[config.mk]
export PLATFORM = sky130hd
export DESIGN_NAME = router_port_rx
export DESIGN_NICKNAME = d
export VERILOG_FILES = /design/src/rtl/router_pkg.sv /design/src/rtl/router_sync_fifo.sv /design/src/rtl/router_port_rx.sv
export SDC_FILE = /design/constraint.sdc
export NUM_CORES = 1
export LEC_CHECK = 0
export BUFFER_PORTS_ARGS = -buffer_cell sky130_fd_sc_hd__buf_2
export CAP_MARGIN = 20
export CORE_ASPECT_RATIO = 1.5
export CORE_MARGIN = 2
export CORE_UTILIZATION = 62
export DETAILED_ROUTE_END_ITERATION = 12
export HOLD_SLACK_MARGIN = 0.12
export PLACE_DENSITY_LB_ADDON = 0.1
export SKIP_LAST_GASP = 1
export SLEW_MARGIN = 20
export SYNTH_ARGS = -nofsm -noshare
export SYNTH_HDL_FRONTEND = slang
export SYNTH_SLANG_ARGS = --single-unit
export TNS_END_PERCENT = 30
[constraint.sdc]
create_clock -name clock -period 4.5 [get_ports clock]
set_clock_uncertainty 0.1 [all_clocks]
set_input_delay 0.225 -clock clock [delete_from_list [all_inputs] [get_ports clock]]
set_output_delay 0.225 -clock clock [all_outputs]
set_load 0.05 [all_outputs]
[src/rtl/router_pkg.sv]
// Shared types and default sizing for the router's serial input ports.
package router_pkg;

    localparam int ROUTER_NUM_PORTS = 16;
    localparam int ROUTER_ADDR_W    = 4;
    localparam int ROUTER_DATA_W    = 8;
    localparam int ROUTER_PAD_CYC   = 5;

    typedef enum logic [2:0] {
        RX_IDLE,
        RX_ADDR,
        RX_PAD,
        RX_DATA,
        RX_DISCARD
    } rx_state_e;

endpackage

[src/rtl/router_sync_fifo.sv]
// Show-ahead synchronous FIFO; pointers carry one extra wrap bit so full and empty
// are distinguishable without a separate counter.
module router_sync_fifo #(
    parameter int WIDTH = 8,
    parameter int DEPTH = 16
) (
    input  logic                     clock,
    input  logic                     reset_n,
    input  logic                     push,
    input  logic [WIDTH-1:0]         wr_data,
    input  logic                     pop,
    output logic [WIDTH-1:0]         rd_data,
    output logic                     full,
    output logic                     empty,
    output logic [$clog2(DEPTH):0]   count
);
    localparam int AW = $clog2(DEPTH);

    logic [WIDTH-1:0] mem [DEPTH];
    logic [AW:0]      wr_ptr;
    logic [AW:0]      rd_ptr;
    logic             push_en;
    logic             pop_en;

    assign empty   = (wr_ptr == rd_ptr);
    assign full    = (wr_ptr[AW] != rd_ptr[AW]) && (wr_ptr[AW-1:0] == rd_ptr[AW-1:0]);
    assign count   = wr_ptr - rd_ptr;
    assign pop_en  = pop && !empty;
    // A push into a full FIFO is accepted only when a pop frees the slot in the same cycle.
    assign push_en = push && (!full || pop_en);
    assign rd_data = mem[rd_ptr[AW-1:0]];

    always_ff @(posedge clock or negedge reset_n) begin
        if (!reset_n) begin
            wr_ptr <= '0;
            rd_ptr <= '0;
        end else begin
            if (push_en) wr_ptr <= wr_ptr + 1'b1;
            if (pop_en)  rd_ptr <= rd_ptr + 1'b1;
        end
    end

    always_ff @(posedge clock) begin
        if (push_en) mem[wr_ptr[AW-1:0]] <= wr_data;
    end

endmodule

[src/rtl/router_port_rx.sv]
// Serial packet receiver for one router input port: deserialises address and payload,
// queues address-tagged words and flags protocol, partial-word and overflow errors.
module router_port_rx
    import router_pkg::*;
#(
    parameter int ADDR_W     = ROUTER_ADDR_W,
    parameter int DATA_W     = ROUTER_DATA_W,
    parameter int PAD_CYC    = ROUTER_PAD_CYC,
    parameter bit STRICT_PAD = 1'b1,
    parameter int FIFO_DEPTH = 16
) (
    input  logic              clock,
    input  logic              reset_n,
    input  logic              din,
    input  logic              frame_n,
    input  logic              valid_n,
    output logic              busy_n,
    output logic              m_valid,
    input  logic              m_ready,
    output logic [DATA_W-1:0] m_data,
    output logic [ADDR_W-1:0] m_addr,
    output logic              m_sop,
    output logic              m_eop,
    output logic              err_proto,
    output logic              err_part,
    output logic              err_ovf
);
    localparam int CNT_W   = $clog2((ADDR_W > DATA_W) ? ADDR_W : DATA_W) + 1;
    localparam int PAD_W   = $clog2(PAD_CYC + 1);
    localparam int ENTRY_W = DATA_W + ADDR_W + 2;
    localparam int FCNT_W  = $clog2(FIFO_DEPTH) + 1;

    rx_state_e         state;
    logic [CNT_W-1:0]  bit_cnt;
    logic [PAD_W-1:0]  pad_cnt;
    logic [ADDR_W-1:0] addr_sr;
    logic [DATA_W-2:0] data_sr;
    logic              first_word;

    logic               push;
    logic [ENTRY_W-1:0] push_entry;
    logic [ENTRY_W-1:0] rd_entry;
    logic               fifo_full;
    logic               fifo_empty;
    logic [FCNT_W-1:0]  fifo_count;
    logic [FCNT_W-1:0]  count_next;
    logic               pop;

    // The final payload bit goes straight into the FIFO on the edge that samples it.
    assign push       = (state == RX_DATA) && !valid_n && (bit_cnt == CNT_W'(DATA_W - 1));
    assign push_entry = {first_word, frame_n, addr_sr, din, data_sr};
    assign m_valid    = !fifo_empty;
    assign pop        = m_valid && m_ready;
    assign count_next = fifo_count + FCNT_W'(push && (!fifo_full || pop)) - FCNT_W'(pop);
    assign {m_sop, m_eop, m_addr, m_data} = m_valid ? rd_entry : '0;

    router_sync_fifo #(
        .WIDTH (ENTRY_W),
        .DEPTH (FIFO_DEPTH)
    ) u_fifo (
        .clock   (clock),
        .reset_n (reset_n),
        .push    (push),
        .wr_data (push_entry),
        .pop     (pop),
        .rd_data (rd_entry),
        .full    (fifo_full),
        .empty   (fifo_empty),
        .count   (fifo_count)
    );

    always_ff @(posedge clock or negedge reset_n) begin
        if (!reset_n) begin
            state      <= RX_IDLE;
            bit_cnt    <= '0;
            pad_cnt    <= '0;
            addr_sr    <= '0;
            data_sr    <= '0;
            first_word <= 1'b0;
            busy_n     <= 1'b1;
            err_proto  <= 1'b0;
            err_part   <= 1'b0;
            err_ovf    <= 1'b0;
        end else begin
            err_proto <= 1'b0;
            err_part  <= 1'b0;
            err_ovf   <= push && fifo_full && !pop;
            busy_n    <= (count_next < FCNT_W'(FIFO_DEPTH - 2));
            case (state)
                RX_IDLE: begin
                    if (!frame_n) begin
                        addr_sr    <= (addr_sr >> 1) | (ADDR_W'(din) << (ADDR_W - 1));
                        bit_cnt    <= CNT_W'(1);
                        pad_cnt    <= '0;
                        first_word <= 1'b1;
                        state      <= (ADDR_W > 1) ? RX_ADDR : RX_PAD;
                    end
                end
                RX_ADDR: begin
                    if (frame_n) begin
                        err_proto <= 1'b1;
                        state     <= RX_IDLE;
                    end else begin
                        addr_sr <= (addr_sr >> 1) | (ADDR_W'(din) << (ADDR_W - 1));
                        if (bit_cnt == CNT_W'(ADDR_W - 1)) state <= RX_PAD;
                        else bit_cnt <= bit_cnt + 1'b1;
                    end
                end
                RX_PAD: begin
                    if (frame_n) begin
                        err_proto <= 1'b1;
                        state     <= RX_IDLE;
                    end else if (STRICT_PAD) begin
                        if (!valid_n) begin
                            err_proto <= 1'b1;
                            state     <= RX_DISCARD;
                        end else if (pad_cnt == PAD_W'(PAD_CYC - 1)) begin
                            bit_cnt <= '0;
                            state   <= RX_DATA;
                        end else begin
                            pad_cnt <= pad_cnt + 1'b1;
                        end
                    end else if (!valid_n) begin
                        // Relaxed padding: this cycle already carries payload bit 0.
                        data_sr <= (data_sr >> 1) | ((DATA_W - 1)'(din) << (DATA_W - 2));
                        bit_cnt <= CNT_W'(1);
                        state   <= RX_DATA;
                    end
                end
                RX_DATA: begin
                    if (!valid_n) begin
                        if (bit_cnt == CNT_W'(DATA_W - 1)) begin
                            first_word <= 1'b0;
                            bit_cnt    <= '0;
                            if (frame_n) state <= RX_IDLE;
                        end else begin
                            data_sr <= (data_sr >> 1) | ((DATA_W - 1)'(din) << (DATA_W - 2));
                            if (frame_n) begin
                                err_part <= 1'b1;
                                state    <= RX_IDLE;
                            end else begin
                                bit_cnt <= bit_cnt + 1'b1;
                            end
                        end
                    end else if (frame_n) begin
                        err_part <= 1'b1;
                        state    <= RX_IDLE;
                    end
                end
                RX_DISCARD: begin
                    if (frame_n) state <= RX_IDLE;
                end
                default: state <= RX_IDLE;
            endcase
        end
    end

endmodule

==> reports/qor.csv <==
metric,value,unit
p_leak,4.06,nW
drt_first_pass_iters,5,
startpoint_type,flip-flop,
routed_wl,21200,um
crit_type,reg2out,
post-route-util,0.700,
rr_endpoint,busy_n,
synth_top_cell_area_share,0.629,
overflow,0,
cts_tree,yes,
drv_slew,0,
drt_iter0_drc,432,
cts-resized-gates,0,
start_util,0.635,
cts_setup_buffers,0,
syn_avg_cell_area,19.0,um2
ctsLongestPathBuffers,3,
hold_viol,0,
synth-seq-cells,260,
hpwl,12200,um
reg2reg_from,u_fifo.wr_ptr[2],
pre_cts_ws,0.877,ns
yosys.area.top_type,edfxtp_1,
core_region_area,0.0168,mm2
worst_slew_pin_slew,1.11,ns
synth_seq_area_share,0.713,
r2r_slack,0.84,ns
gr-usage-met2,0.438,
gp_congestion,0.790,
die_area,0.0183,mm2
antenna_left,0,
syn2layout_area_growth,10.2,%
power,7.10,mW
hp-class,in2async,
diodes,0,
grt_pass1_vias,5752,
maxCapViolations,0,
fin_area,0.0118,mm2
syn_area,0.0107,mm2
ir_drop,0.000517,V
worst-path-max-fanout,32,
route.detailed.drc,0,
top_usage_layer,met2,
synth_cells,562,
ctsHoldBuffers,5,
synth_area_leaders,"edfxtp_1 (63%), mux4_2 (12%), dfrtp_1 (8.2%), a211oi_1 (2.0%), ha_1 (1.6%)",
instances_no_fill,825,
synth_cell_types,46,
slew_headroom,0.257,
layout_min_cycle_time,3.70,ns
power_density,602,mW/mm2
n_fill_cell,1072,
num_vias,5302,
crit_path_end_kind,primary output,
cp.required,4.18,ns
period_share,0.823,
die_w,111,um
setup_violations,0,
fin_nets,622,
drive_gt1_frac,0.246,
ys_warn_count,0,
cts_root_buf,clkbuf_16,
cts_buffers,23,
use_met1,0.302,
clk_latency,0.50,ns
status,"complete, no violations",
fmax,270,MHz
viasPerCell,6.43,
fin_tns_setup,0,ns
worst_r2r_path_depth,11,
grt_usage,0.241,
numPlacedInstances,778,
crit_arrival,3.38,ns
whs,0.282,ns
clkTransAtPathRegs,0.06,ns
htreeDepth,1,
die_y,165,um
num_io_pins,25,
antenna_found_initial,0,
setup_ws,0.796,ns
portBuffers,24,
grt_max_degree,61,
placed_area,0.0110,mm2
rows,58,
grt_setup_unrepaired,no,
synth_nets,585,
grt_pass1_wl,33000,um
numClockSinks,260,
grt_use_met3,0.0268,
routedWlPerCell,25.7,um
-- cell families (layout without fill, tap and decap cells) --
| logic type | Yosys count | in the layout | share of synthesized area |
|---|---|---|---|
| flip-flops | 260 | 260 | 0.713 |
| AND/OR/NAND/NOR | 85 | 85 | 0.0470 |
| multiplexers | 83 | 83 | 0.145 |
| AO/OA/AOI/OAI | 59 | 59 | 0.0391 |
| buffers and inverters | 43 | 96 | 0.0218 |
| adder cells (fa/ha/maj) | 17 | 17 | 0.0220 |
| XOR/XNOR | 15 | 15 | 0.0123 |
-- per-layer routing --
metal,wire length (um),share of wire
met1,7990,0.38
met2,11700,0.55
met3,827,0.039
met4,690,0.033
met5,0,0
-- sequential cells by signal, summed over array words and instances (netlist names) --
register,count
pad_cnt,3
data_sr,7
err_part,1
u_fifo.mem,224
u_fifo.wr_ptr,5
err_ovf,1
state,3
u_fifo.rd_ptr,5
bit_cnt,4
busy_n,1
addr_sr,4
first_word,1
err_proto,1
-- critical path, stage by stage (launching register included) --
cell	delay (ns)
dfrtp_4	0.41
buf_4	0.51
buf_4	0.61
mux4_2	0.57
nor2b_1	0.14
a211oi_1	0.29
a211oi_1	0.09
buf_2	0.24
-- cell usage after synthesis, drive strengths merged --
cell	n
xor2	6
xnor2	9
nand4	4
or3	1
dfstp	1
or3b	1
mux4	56
o2111ai	1
o21ai	14
nand3b	4
and3b	1
edfxtp	224
mux2i	15
buf	20
ha	14
nand3	6
nor2	12
nand2	14
and4b	1
a31oi	3
dfrtp	35
mux2	12
and3	13
a211oi	29
and2	1
o21bai	1
nor4b	3
a21oi	5
o211ai	3
a32o	1
fa	3
a21o	1
nor2b	16
inv	15
nor3	6
nand2b	1
clkbuf	8
or2	1
o21a	1
-- power by group --
group | switching (mW) | internal, mW | total (mW)
clock network | 0.819 | 1.07 | 1.89
logic | 1.41 | 0.884 | 2.29
registers | 0.146 | 2.77 | 2.91
-- worst max path at each step --
stage                                 from     end  slack [ns]  cells after the start
after floorplan           u_fifo.wr_ptr[2]  busy_n        0.95                     13
after global placement    u_fifo.wr_ptr[2]  busy_n        1.01                     11
after detailed placement  u_fifo.wr_ptr[2]  busy_n        0.88                     11
after CTS                 u_fifo.rd_ptr[0]   m_sop        0.68                      7
after global routing      u_fifo.rd_ptr[0]   m_sop        0.46                      7
final                     u_fifo.rd_ptr[0]   m_sop        0.80                      7
-- layout make-up --
type | count | area, um2 | area share
flip-flops and latches | 260 | 7630 | 0.648
inverters | 15 | 56.3 | 0.00478
well taps | 210 | 263 | 0.0223
clock buffers | 27 | 601 | 0.0510
repair buffers | 40 | 260 | 0.0221
clock inverters | 14 | 121 | 0.0103
multi-input cells | 259 | 2850 | 0.242
-- cell usage in the layout (no fill, tap or decap), types with 5 or more instances in the layout --
cell and instances:
edfxtp_1 224, ha_1 14, xnor2_1 9, nand3_1 6, mux2_2 11, nor2b_1 15, buf_2 24, nand2_1 14
mux4_2 56, dlygate4sd3_1 5, buf_4 10, dfrtp_1 32, xor2_1 6, clkinv_2 6, a211oi_1 29, and3_1 13
nor2_1 12, o21ai_0 14, clkbuf_16 23, inv_1 15, mux2i_1 15
Power figures use the tool's default switching activity.
